File: config.mk
export PLATFORM = sky130hd
export DESIGN_NAME = fetch_ctrl
export DESIGN_NICKNAME = d
export VERILOG_FILES = /design/src/rtl/fetch_ctrl.sv
export SDC_FILE = /design/constraint.sdc
export NUM_CORES = 1
export LEC_CHECK = 0
export BUFFER_PORTS_ARGS = -buffer_cell sky130_fd_sc_hd__buf_4
export CORE_MARGIN = 5
export CORE_UTILIZATION = 45
export CTS_CLUSTER_DIAMETER = 40
export DETAILED_ROUTE_END_ITERATION = 10
export PLACE_DENSITY = 0.73
export SLEW_MARGIN = 20
export SYNTH_ARGS = -nofsm -noshare
export SYNTH_HDL_FRONTEND = slang
export SYNTH_SLANG_ARGS = --single-unit
File: constraint.sdc
create_clock -name clk -period 3.2 [get_ports clk]
set_input_delay 0.32 -clock clk [delete_from_list [all_inputs] [get_ports clk]]
set_output_delay 0.32 -clock clk [all_outputs]
set_load 0.01 [all_outputs]
File: src/rtl/fetch_ctrl.sv
// fetch_ctrl: instruction-fetch sequencer.
// Owns the fetch PC, drives the NPC mux select and arbitrates redirects
// (jalr > branch from EX, then jal from ID). It also handles the hazard stall,
// the external halt freeze and the IF/ID and ID/EX flush strobes. An EX
// redirect that arrives while halted is buffered and replayed on release.
// Ports:
//   clk, rstn             clock (rising edge), async active-low reset
//   npc_i                 next PC from the fetch mux selected by NPCOp_o
//   stall_i, halt_i       hazard stall, external fetch freeze
//   br_taken_i/br_target_i, jalr_i/jalr_target_i   EX redirects
//   jal_i                 ID jal redirect
//   PC_o                  current fetch PC (registered)
//   NPCOp_o               0=PC+4 1=branch 2=jal 3=jalr (combinational)
//   if_valid_o            fetched instruction valid (combinational)
//   flush_ifid_o/flush_idex_o   squash strobes (combinational)
//   pend_o                redirect buffered during halt (registered)
//   flush_cnt_o           saturating count of IF/ID flush cycles (registered)
module fetch_ctrl #(
  parameter logic [31:0] RESET_PC   = 32'h0000_0000,
  parameter int unsigned BOOT_DELAY = 2
) (
  input  logic        clk,
  input  logic        rstn,
  input  logic [31:0] npc_i,
  input  logic        stall_i,
  input  logic        halt_i,
  input  logic        br_taken_i,
  input  logic [31:0] br_target_i,
  input  logic        jalr_i,
  input  logic [31:0] jalr_target_i,
  input  logic        jal_i,
  output logic [31:0] PC_o,
  output logic [2:0]  NPCOp_o,
  output logic        if_valid_o,
  output logic        flush_ifid_o,
  output logic        flush_idex_o,
  output logic        pend_o,
  output logic [15:0] flush_cnt_o
);

  localparam int unsigned    CntW     = (BOOT_DELAY > 1) ? $clog2(BOOT_DELAY) : 1;
  localparam logic [CntW-1:0] BootLast = CntW'(BOOT_DELAY - 1);

  localparam logic [2:0] OpPc4    = 3'd0;
  localparam logic [2:0] OpBranch = 3'd1;
  localparam logic [2:0] OpJal    = 3'd2;
  localparam logic [2:0] OpJalr   = 3'd3;

  typedef enum logic [1:0] {StBoot, StRun, StHalt, StHaltPend} state_e;

  state_e          state_q, state_d;
  logic [31:0]     pc_q, pc_d;
  logic [CntW-1:0] boot_cnt_q, boot_cnt_d;
  logic            pend_q, pend_d;
  logic [31:0]     pend_tgt_q, pend_tgt_d;
  logic [15:0]     flush_cnt_q, flush_cnt_d;

  logic        ex_rd;
  logic [31:0] ex_tgt;
  logic [2:0]  ex_op;

  assign ex_rd  = jalr_i | br_taken_i;
  assign ex_tgt = jalr_i ? jalr_target_i : br_target_i;
  assign ex_op  = jalr_i ? OpJalr : OpBranch;

  always_comb begin
    state_d      = state_q;
    pc_d         = pc_q;
    boot_cnt_d   = boot_cnt_q;
    pend_d       = pend_q;
    pend_tgt_d   = pend_tgt_q;
    NPCOp_o      = OpPc4;
    if_valid_o   = 1'b0;
    flush_ifid_o = 1'b0;
    flush_idex_o = 1'b0;

    unique case (state_q)
      StBoot: begin
        boot_cnt_d = boot_cnt_q + CntW'(1);
        if (boot_cnt_q == BootLast) begin
          boot_cnt_d = '0;
          state_d    = StRun;
        end
      end
      StRun: begin
        if_valid_o = ~halt_i & ~stall_i;
        if (ex_rd) begin
          // EX redirect wins over stall; under halt it is parked instead of taken.
          NPCOp_o      = ex_op;
          flush_ifid_o = 1'b1;
          flush_idex_o = 1'b1;
          if (halt_i) begin
            pend_d     = 1'b1;
            pend_tgt_d = ex_tgt;
            state_d    = StHaltPend;
          end else begin
            pc_d = npc_i;
          end
        end else if (halt_i) begin
          state_d = StHalt;
        end else if (stall_i) begin
          // Hold: a jal in the stalled ID slot is re-presented after the stall.
        end else if (jal_i) begin
          NPCOp_o      = OpJal;
          flush_ifid_o = 1'b1;
          pc_d         = npc_i;
        end else begin
          pc_d = npc_i;
        end
      end
      StHalt: begin
        if (ex_rd) begin
          flush_ifid_o = 1'b1;
          flush_idex_o = 1'b1;
          pend_d       = 1'b1;
          pend_tgt_d   = ex_tgt;
          state_d      = StHaltPend;
        end else if (!halt_i) begin
          state_d = StRun;
        end
      end
      StHaltPend: begin
        if (ex_rd) begin
          flush_ifid_o = 1'b1;
          flush_idex_o = 1'b1;
          pend_tgt_d   = ex_tgt;
        end
        if (!halt_i) begin
          // Replay the most recent redirect, including one arriving this cycle.
          pc_d         = ex_rd ? ex_tgt : pend_tgt_q;
          flush_ifid_o = 1'b1;
          pend_d       = 1'b0;
          state_d      = StRun;
        end
      end
      default: state_d = StBoot;
    endcase
  end

  always_comb begin
    flush_cnt_d = flush_cnt_q;
    if (flush_ifid_o && (flush_cnt_q != 16'hFFFF)) begin
      flush_cnt_d = flush_cnt_q + 16'd1;
    end
  end

  always_ff @(posedge clk or negedge rstn) begin
    if (!rstn) begin
      state_q     <= StBoot;
      pc_q        <= RESET_PC;
      boot_cnt_q  <= '0;
      pend_q      <= 1'b0;
      pend_tgt_q  <= '0;
      flush_cnt_q <= '0;
    end else begin
      state_q     <= state_d;
      pc_q        <= pc_d;
      boot_cnt_q  <= boot_cnt_d;
      pend_q      <= pend_d;
      pend_tgt_q  <= pend_tgt_d;
      flush_cnt_q <= flush_cnt_d;
    end
  end

  assign PC_o        = pc_q;
  assign pend_o      = pend_q;
  assign flush_cnt_o = flush_cnt_q;

endmodule
# [Yosys cells after proc, flatten, opt, wreduce, memory -nomap -nowiden]
# Index checks and enable logic that the tools add are counted.
[word_totals] register_bits=84
[classes] add_sub_neg=2 n_eq_ne=11 mux=39 bitwise=4 n_reduce_logical=11
[op_table] op="$mux W32" n=9
[op_table] op="$pmux W32 S2" n=2
[op_table] op="$mux W2" n=11
[op_table] op="$add A16 B1 Y16 const B" n=1
[op_table] op="$ne A16 B16 Y1 const B" n=1
[op_table] op="$mux W1" n=13
[op_table] op="$ne A2 B2 Y1 const B" n=6
[op_table] op="$pmux W2 S4" n=1
[op_table] op="$pmux W1 S3" n=2
[op_table] op="$reduce_and A5 Y1" n=1
[op_table] op="$eq A2 B2 Y1 const B" n=2
[op_table] op="$reduce_and A4 Y1" n=1
[op_table] op="$reduce_bool A2 Y1" n=2
[op_table] op="$mux W3" n=1
[op_table] op="$ne A3 B3 Y1 const B" n=1
[op_table] op="$reduce_and A3 Y1" n=1
[op_table] op="$reduce_bool A3 Y1" n=1
[op_table] op="$reduce_or A3 Y1" n=1
[op_table] op="$eq A2 B1 Y1 const B" n=1
[op_table] op="$logic_not A2 Y1" n=1
[op_table] op="$not A1 Y1" n=2
[op_table] op="$reduce_and A2 Y1" n=1
[op_table] op="$reduce_or A2 Y1" n=1
[op_table] op="$add A1 B1 Y1 const B" n=1
[op_table] op="other kinds (3)" n=3

# [Depth between registers and ports, before layout]
# Gate-level depths: netlist of the first run.
[logic_depth] word_depth=6 depth_mapped=6

# [Worst setup path after synthesis of the first run]
# Ideal clock, no wire load.
[synth_path] path_type="register -> register" from="register flush_cnt_q[0] (netlist: flush_cnt_o[0])" to="register flush_cnt_q[1] (netlist: flush_cnt_o[1])" setup_time_ns=0.125 arrival_ns=1.690 t_required_ns=3.075 setup_slack_ns=1.385 path_stages_with_launch=6 path_buffers=0 period_less_slack_ns=1.815 path_cell_list="dfrtp_1 -> ha_1 -> nand4_1 -> nor4_4 -> nor2_2 -> mux2_4"
[synth_between] elab_chain_len=2
[synth_lines] item="start: declaration" line="56" rtl="logic [15:0] flush_cnt_q, flush_cnt_d;"
[synth_lines] item="start signal: assignment" line="161" rtl="flush_cnt_q <= flush_cnt_d;"
[synth_lines] item="parallel branches: the longest is 2 deep, another holds $add A16 B1 Y16"
# Several ways; the timed one is not identified.
# A chain may end at the register's enable or synchronous reset.

# [Final worst setup path of the first run]
[layout_path] from="input br_taken_i" to="output flush_ifid_o"
[layout_between] elab_chain_len=4
[layout_lines] item="start: declaration" line="27" rtl="input logic br_taken_i,"
[layout_lines] item="$or A1 B1 Y1 (*)" line="62" rtl="assign ex_rd = jalr_i | br_taken_i;"
[layout_lines] item="$mux W1" line="112, 123"
[layout_lines] item="$mux W1" line="128" rtl="if (!halt_i) begin"
[layout_lines] item="$pmux W1 S3 (*)" line="77" rtl="unique case (state_q)"
[layout_lines] item="end: declaration" line="35" rtl="output logic flush_ifid_o,"
# Mark *: on every way between the ends. The rest lies on a longest branch, timed or not.

==> impl_metrics.tcl, run 1 <==
set metrics [dict create \
    finalHoldViolCount 0 \
    ant_nets 0 \
    avgRoutedWirePerCell_um 15.7 \
    synth_simple_gate_area_frac 0.173 \
    worst_path_dominant_cell_family "compound AO/OA/AOI/OAI gates" \
    clockRootBuffer "clkbuf_8" \
    detailedRoute.firstIterationViolations 208 \
    cts_hold_repair.buffers 0 \
    library_cells_used_by_synthesis 37 \
    setup.reg_to_reg.worst_slack_ns 1.23 \
    inserted_diodes 0 \
    worst_pin_slew_ns 0.772 \
    globalRouteTotalUtil 0.198 \
    cp.required_ns 2.88 \
    area_enclosed_by_the_die_boundary_um2 12200 \
    die_w_um 110 \
    worstPathCellList "buf_4, or2_4, o32ai_4, inv_1, buf_4" \
    vias 4020 \
    number_of_global_route_vias_before_repair 3970 \
    routed_wirelength_um 12100 \
    cts-buffers-inserted 9 \
    syn-cell-area_um2 4530 \
    run_status "complete, no violations" \
    finalWorstPathRequiredPeriod_ns 2.16 \
    overall_die_height_um 110 \
    cts_tree "done" \
    clk_latency_ns 0.35 \
    combinational_family_with_the_most_area_after_synthesis "simple AND/OR/NAND/NOR gates" \
    fillerInstances 882 \
    critical_path.max_fanout 36 \
    drc 0 \
    rsz_0062_raised_after_global_routing "no" \
    library_cell_with_the_largest_summed_area_after_synthesis "dfrtp_1" \
    start_util 0.462 \
    dpl.cell_count 755 \
    xor_xnor_fraction_of_synth_area 0.0290 \
    clock-sinks 84 \
    finalSetupViolCount 0 \
    post-cts-setup-buffers 0 \
    critical-path-max-stage-delay_ns 0.60 \
    setup_ws_ns 1.04 \
    crit_path_start_kind "input port" \
    powerDensity_nw_per_um2 540 \
    final_net_count 737 \
    core_region_area_um2 9820 \
    synth-seq-cells 84 \
    area_delta_synth_final_pct 31.8 \
    adder_cell_share_of_the_synthesized_area 0.00276 \
    crit_path_frequent_cell "buf_4" \
    maxSlewHeadroom 0.485 \
    final.period_utilization 0.674 \
    post_synth.cell_area_avg_um2 9.16 \
    grt_pass1_wl_um 18900 \
    clock_skew_ns 0.00945 \
    antenna_violations_before_repair 0 \
    synth.yosys.warnings 0 \
    endpoint_kind "output port" \
    detail_route.first_pass.iterations 4 \
    critical_path_class "in -> out" \
    overflow 0 \
    leakagePower_uw 0.00289 \
    post_synth_main_area_contributors "dfrtp_1 46%, mux2i_1 14%, nor2_1 6.0%" \
    drive_above_1_share 0.288 \
    holdCritPathClass "in -> async" \
    rows 36 \
    synth.yosys.seq_area_share 0.464 \
    timing.critical_path.slowest_stage_cell "o32ai_4" \
    finish.cell_count_without_fillers 769 \
    h_tree_lvls 3 \
    max_cap_viol_count 0 \
    synth_top_area_share 0.464 \
    globalplace.congestion 0.807 \
    io_pins 158 \
    synthesis.nets 599 \
    post_cts_resize_count 0 \
    post_synth_inst_count 495 \
    avgViaCountPerCell 5.23 \
    clock_tree.buffer_depth 2 \
    synth_compound_area_frac 0.138 \
    clk_pin_slew_worst_paths_ns 0.08 \
    numPortBuffers 156 \
    cp_data_arrival_time_ns 1.84 \
    place_worst_setup_slack_ns 0.944 \
    hpwlAfterDp_um 8690 \
    maxClockFrequency_mhz 464 \
    fin_setup_tns_ns 0 \
    max-vdd-ir-drop_mv 0.359 \
    yosys-mux-area-fraction 0.150 \
    grt_max_degree 85 \
    cp_num_buf_inv 3 \
    slew_viols_final 0 \
]
[Yosys cell counts]
cell type and number:
nor4_4 1, a31oi_1 33, nor2_2 2, mux2i_1 64
xor2_1 13, mux2_4 1, nor3_1 8, buf_1 1
clkbuf_1 15, buf_4 1, a311oi_4 1, nor3b_4 1
buf_6 2, mux2_1 2, conb_1 1, inv_1 7
o221ai_1 1, nor2_1 72, nand4_1 5, or2_4 1
buf_2 15, and4_1 2, o21ai_0 34, o21a_1 1
and2_1 1, and3_1 1, nand3_1 5, a21oi_1 36
nor2b_1 1, dfrtp_1 84, nor4_1 6, nand2_1 70
nand2b_1 1, nor3b_1 2, xnor2_1 2, ha_1 1
o32ai_4 1
[cell families (layout without fill, tap and decap cells)]
logic type	count (synthesis)	count (layout)
other cells	1	1
fa+ha+maj	1	1
simple gates	179	179
mux	67	67
compound gates	107	107
xor+xnor	15	15
buf+inv	41	182
flops	84	84
[power by group]
group | total (uW) | switching (uW) | internal (uW)
Clock | 761 | 366 | 394
Sequential | 1450 | 175 | 1280
Combinational | 1010 | 493 | 517
Total | 3220 | 1030 | 2190
[cells in the final DEF (no fill, tap or decap), types with 2 or more instances in the layout]
cell and instances:
clkbuf_8 11, buf_4 158, xnor2_1 2, nor2_4 2, nand3_1 5, nor2_1 71, buf_12 2, a21oi_1 36
nor3_1 8, inv_1 7, nor3b_1 2, xor2_1 13, and4_1 2, nand2_1 70, a31oi_1 33, nand4_1 5
nor4_1 6, mux2_1 2, o21ai_0 34, mux2i_1 64, dfrtp_1 84
[metal layers]
metal | global-route usage | up-vias | wire, um
li1 | - | 1995 | -
met1 | 0.249 | 1880 | 5050
met2 | 0.332 | 124 | 6020
met3 | 0.0390 | 21 | 764
met4 | 0.0836 | 0 | 246
met5 | 0 | - | 0
[registers in the layout (all words and copies together), names as in the netlist]
register,count
state_q,2
boot_cnt_q,1
flush_cnt_o,16
pend_tgt_q,32
PC_o,32
pend_o,1
[metrics by stage]
stage	power, uW	cell area, um2	util	hold slack (ns)
after CTS	3260	5970	0.608	0.201
after global routing	3430	5970	0.608	0.0534
after floorplan	2010	4530	-	0.0244
final	3220	5970	0.608	0.00708
after detailed placement	2490	5780	0.589	0.463
after global placement	2460	5780	0.589	0.459
[final timing paths]
kind | startpoint | cells past startpoint | endpoint
worst min register to register | boot_cnt_q | 1 | boot_cnt_q
min in group clk | br_target_i[3] | 3 | pend_tgt_q[3]
worst min-delay path | rstn | 1 | flush_cnt_o[15]
max in group asynchronous | rstn | 1 | pend_tgt_q[24]
worst max register to register | flush_cnt_o[1] | 5 | flush_cnt_o[1]
worst max-delay path | br_taken_i | 5 | flush_ifid_o
[layout make-up]
cell class	instances	area [um2]	share of cell area
Timing Repair Buffer	161	1240	0.207
Sequential cell	84	2100	0.352
Inverter	7	26.3	0.00440
Clock inverter	2	35.0	0.00587
Multi-Input combinational cell	370	2250	0.377
Clock buffer	12	155	0.0260
Tap cell	133	166	0.0279
(Power assumes the default switching activity.)
==> inputs of run 2 (changes only) <==
ABC_AREA = 1   (was unset)
PLACE_DENSITY = 0.72   (was 0.73)
clock period = 2.2 ns   (was 3.2 ns; I/O delays follow)
==> impl_metrics.tcl, run 2 <==
set metrics [dict create \
    run_status "complete, no violations" \
    avgViaCountPerCell 5.25 \
    die_w_um 116 \
    share_comb_of_total_power 0.345 \
    critical_path.reg2reg.endpoint "flush_cnt_o[10]" \
    clock_power_share 0.253 \
    drt-met1-wl_um 6640 \
    maxSlewHeadroom 0.555 \
    layout_common_cells "331 x nand2_1, 171 x buf_4, 94 x a21oi_1" \
    cp.required_ns 1.98 \
    cts_tree "done" \
    clk_pin_slew_worst_paths_ns 0.06 \
    critical_path_class "reg -> out" \
    rows 38 \
    numPortBuffers 156 \
    routed_wirelength_um 16000 \
    grt_max_degree 52 \
    ant_nets 0 \
    switching_power_uw 2010 \
    synthesis.nets 862 \
    synth_most_common_cell "nand2_1" \
    post_synth_inst_count 758 \
    h_tree_lvls 3 \
    start_util 0.464 \
    endpoint_kind "output port" \
    dpl.cell_count 1027 \
    max_cap_viol_count 0 \
    rsz_0062_raised_after_global_routing "no" \
    top_layer_used "met4" \
    clock_skew_ns 0.00542 \
    detail_route.first_pass.iterations 7 \
    overflow 0 \
    placed_cell_area_um2 6290 \
    drc 0 \
    grt_pass1_wl_um 25800 \
    hpwlAfterDp_um 11600 \
    globalplace.congestion 0.852 \
    synth.yosys.warnings 0 \
    post_synth_main_area_contributors "dfrtp_1 41%, nand2_1 24%, a21oi_1 9.3%" \
    synth-seq-cells 84 \
    routed-wl-met2_um 7820 \
    final_net_count 1003 \
    synth_edf_count 0 \
    worst_r2r_startpoint "flush_cnt_o[0]" \
    number_of_global_route_vias_before_repair 5309 \
    powerDensity_nw_per_um2 852 \
    inserted_diodes 0 \
    avgRoutedWirePerCell_um 15.3 \
    timing.critical_path.from "state_q[1]" \
    synth.yosys.seq_area_share 0.414 \
    r2r_cells 8 \
    leakagePower_uw 0.00343 \
    holdCritPathClass "in -> reg" \
    setup.reg_to_reg.worst_slack_ns 0.32 \
    finalHoldViolCount 0 \
    finalWorstPathRequiredPeriod_ns 1.92 \
    maxClockFrequency_mhz 522 \
    final_design_area_no_fill_um2 6580 \
    detailedRoute.firstIterationViolations 380 \
    finalSetupViolCount 0 \
    synth_top_area_share 0.414 \
    library_cells_used_by_synthesis 30 \
    clockRootBuffer "clkbuf_16" \
    hp-start "npc_i[18]" \
    area_enclosed_by_the_die_boundary_um2 13500 \
    vias 5473 \
    globalRouteTotalUtil 0.239 \
    most_frequent_standard_cell_in_the_layout_excluding_fill_and_tap_cells "nand2_1" \
    ys_top_cells_by_count "331 x nand2_1, 94 x a21oi_1, 84 x dfrtp_1" \
    seqPwrFrac 0.401 \
    worst_hold_path.endpoint "PC_o[18]" \
    io_pins 158 \
    internal-power_uw 3600 \
    antenna_violations_before_repair 0 \
    area_delta_synth_final_pct 29.6 \
    hold-path-cell-count 3 \
    syn-cell-area_um2 5070 \
    max-vdd-ir-drop_mv 0.454 \
    post_synth.cell_area_avg_um2 6.69 \
    async_flop_share 1.00 \
    finish.cell_count_without_fillers 1043 \
    overall_die_height_um 116 \
    final.period_utilization 0.871 \
    drive_above_1_share 0.241 \
    library_cell_with_the_largest_summed_area_after_synthesis "dfrtp_1" \
    cts-buffers-inserted 9 \
    slew_viols_final 0 \
    crit_path_start_kind "register" \
    power.total_uw 5600 \
    clk_latency_ns 0.34 \
    synthFlopType "dfrtp_1" \
    worst_pin_slew_ns 0.667 \
    core_region_area_um2 10900 \
    power.share.switching 0.358 \
    wl_met3_um 1290 \
    clock_tree.buffer_depth 2 \
    clock-sinks 84 \
    post_cts_resize_count 0 \
    fin_setup_tns_ns 0 \
    cp_data_arrival_time_ns 1.70 \
    critical_path.max_fanout 23 \
]
-- run 2: worst max-delay path by stage --
stage,to,cells past startpoint
2_1_floorplan,flush_cnt_o[3],9
3_3_place_gp,flush_cnt_o[15],8
3_5_place_dp,flush_cnt_o[15],8
4_1_cts,flush_idex_o,5
5_1_grt,flush_cnt_o[10],8
6_report,flush_idex_o,5
-- run 2: timing repair --
item                                   4_1_cts  5_1_grt
setup buffers                                0        0
hold buffers                                 1        0
endpoints found under the hold margin       49        0
-- run 2: per-stage QoR --
step                       util  hold slack, ns  worst slack, ns
after floorplan               -         -0.0756            0.646
after global placement    0.576           0.296            0.445
after detailed placement  0.576           0.299            0.352
after CTS                 0.601           0.158            0.297
after global routing      0.601           0.168            0.133
final                     0.601           0.158            0.283
-- run 2: logic make-up after synthesis --
logic type	share of synthesized area
and+or+nand+nor	0.371
other	0.000739
buffers and inverters	0.0703
adders and majority gates	0.00247
xor gates and xnor gates	0.0138
DFF	0.414
AOI/OAI and AO/OA	0.128
-- run 2: power by group through the flow --
stage / Clock, uW / Combinational, uW / Sequential, uW
after floorplan: 0 / 1050 / 2300
after global placement: 0 / 1900 / 2240
after detailed placement: 0 / 1940 / 2270
after CTS: 1430 / 1950 / 2250
after global routing: 1500 / 2160 / 2300
final: 1420 / 1940 / 2250
-- run 2: critical path, cell delays in order, from the launching register on --
cell,delay [ns]
dfrtp_1,0.48
inv_2,0.36
nand2_1,0.20
inv_1,0.11
nor2_1,0.06
buf_4,0.15
-- run 2: cell type report --
cell class                 count  area, um2
clock buffer                  13        260
clock inverter                 2       10.0
fill                        1037       4360
inverter                      31        119
multi-input combinational    601       2620
sequential                    84       2100
tap                          140        175
timing repair buffer         172       1290
-- run 2: layer usage --
metal,GRT usage,vias to the layer above
met5,0,-
met4,0.0727,0
met3,0.0347,20
met2,0.403,214
met1,0.320,2568
li1,-,2671
==> inputs of run 3 (changes only) <==
CORE_UTILIZATION = 52   (was 45)
PLACE_DENSITY = 0.81   (was 0.72)
==> impl_metrics.tcl, run 3 (synthesis results as in run 2) <==
set metrics [dict create \
    cts_hold_repair.buffers 1 \
    fin_setup_tns_ns 0 \
    grt.met3_usage 0.0450 \
    setup.reg_to_reg.worst_slack_ns 0.40 \
    util_after_layout 0.671 \
    clock-sinks 84 \
    global_route.usage.met2 0.428 \
    finalHoldViolCount 0 \
    ant_nets 0 \
    switching_power_uw 1960 \
    detail_route.first_pass.iterations 5 \
    detailedRoute.firstIterationViolations 434 \
    overflow 0 \
    sequential_area_um2 2100 \
    post-cts-setup-buffers 0 \
    cp.required_ns 1.98 \
    globalplace.congestion 0.830 \
    r2r_cells 8 \
    critical_path.max_fanout 15 \
    crit_path_start_kind "register" \
    maxSlewHeadroom 0.628 \
    globalRouteTotalUtil 0.258 \
    endpoint_kind "output port" \
    final.period_utilization 0.822 \
    cp_data_arrival_time_ns 1.59 \
    antenna_violations_before_repair 0 \
    worst_pin_slew_ns 0.557 \
    layout_common_cells "331 x nand2_1, 170 x buf_4, 94 x a21oi_1" \
    clk_latency_ns 0.36 \
    vias 5484 \
    worst_r2r_startpoint "flush_cnt_o[0]" \
    cts-buffers-inserted 9 \
    hp-start "npc_i[29]" \
    maxClockFrequency_mhz 553 \
    fillerInstances 876 \
    number_of_global_route_vias_before_repair 5162 \
    internal-power_uw 3170 \
    final_net_count 1003 \
    placed_cell_area_um2 6300 \
    run_status "complete, no violations" \
    h_tree_lvls 3 \
    critical_path.reg2reg.endpoint "flush_cnt_o[5]" \
    clock_power_share 0.185 \
    slew_viols_final 0 \
    holdCritPathClass "in -> reg" \
    worst_hold_path.endpoint "PC_o[29]" \
    seqPwrFrac 0.436 \
    critical_path_class "reg -> out" \
    share_comb_of_total_power 0.379 \
    core_region_area_um2 9640 \
    numPortBuffers 156 \
    io_pins 158 \
    hold-path-cell-count 3 \
    routed_wirelength_um 15200 \
    multi_input_gate_area_in_the_final_layout_um2 2620 \
    global_route_met1_utilization 0.347 \
    power.share.switching 0.382 \
    grt_pass1_wl_um 24500 \
    final_design_area_no_fill_um2 6460 \
    rsz_0062_raised_after_global_routing "no" \
    avgViaCountPerCell 5.29 \
    max-vdd-ir-drop_mv 0.521 \
    clockRootBuffer "clkbuf_8" \
    grt_most_used_layer "met2" \
    drc 0 \
    area_delta_synth_final_pct 27.4 \
    post_cts_resize_count 0 \
    die_w_um 109 \
    clock_skew_ns 0.0131 \
    avgRoutedWirePerCell_um 14.6 \
    clk_pin_slew_worst_paths_ns 0.09 \
    rows 36 \
    hold_slack_final_ns 0.138 \
    finalSetupViolCount 0 \
    most_frequent_standard_cell_in_the_layout_excluding_fill_and_tap_cells "nand2_1" \
    leakagePower_uw 0.00338 \
    grt_max_degree 52 \
    finalWorstPathRequiredPeriod_ns 1.81 \
    cts_tree "done" \
    clock_tree.buffer_depth 2 \
    hpwlAfterDp_um 11200 \
    max_cap_viol_count 0 \
    drive_above_1_share 0.244 \
    powerDensity_nw_per_um2 795 \
    overall_die_height_um 109 \
    inserted_diodes 0 \
    start_util 0.526 \
    area_enclosed_by_the_die_boundary_um2 11800 \
]
-- run 3: cell types whose count changed in the layout (fill, tap and decap cells not counted) --
cell        previous run  this run
clkinv_2               2         5
clkbuf_1               2         0
clkbuf_16              9         0
buf_4                171       170
buf_12                 0         1
clkbuf_8               2         9
clkinvlp_4             0         1
-- run 3: per-layer routing --
layer / share of wire / routed length, um
met1: 0.42 / 6380
met4: 0.011 / 169
met3: 0.080 / 1210
met5: 0 / 0
met2: 0.49 / 7420
-- run 3: cell type report --
type,count,share of cell area
flip-flops and latches,84,0.325
clock buffers,9,0.0192
multi-input cells,601,0.404
repair buffers,172,0.202
clock inverters,6,0.00503
inverters,31,0.0184
well taps,133,0.0257
-- run 3: critical path: stages, from the launching register on --
cell,delay (ns)
dfrtp_1,0.51
inv_2,0.19
nand2_1,0.17
inv_1,0.07
nor2_1,0.15
buf_4,0.15
-- run 3: worst max path at each step --
stage / from / end / slack (ns) / depth (start not counted)
floorplan: flush_cnt_o[0] / flush_cnt_o[3] / 0.65 / 9
global placement: flush_cnt_o[0] / flush_cnt_o[2] / 0.51 / 7
detailed placement: flush_cnt_o[0] / flush_cnt_o[2] / 0.42 / 7
CTS: state_q[1] / flush_idex_o / 0.39 / 5
global route: flush_cnt_o[0] / flush_cnt_o[15] / 0.25 / 8
finish: state_q[1] / flush_idex_o / 0.39 / 5
-- run 3: stage by stage --
stage	setup slack, ns	power (uW)	std cells
6_report	0.392	5140	1036
5_1_grt	0.248	5480	1036
4_1_cts	0.389	5150	1036
3_5_place_dp	0.416	4210	1020
3_3_place_gp	0.514	4120	1020
2_1_floorplan	0.646	3350	758
-- run 3: power groups by stage --
stage,logic [uW],registers [uW],clock network (uW)
finish,1950,2240,951
global route,2170,2290,1020
floorplan,1050,2300,0
CTS,1960,2240,957
global placement,1880,2240,0
detailed placement,1950,2270,0
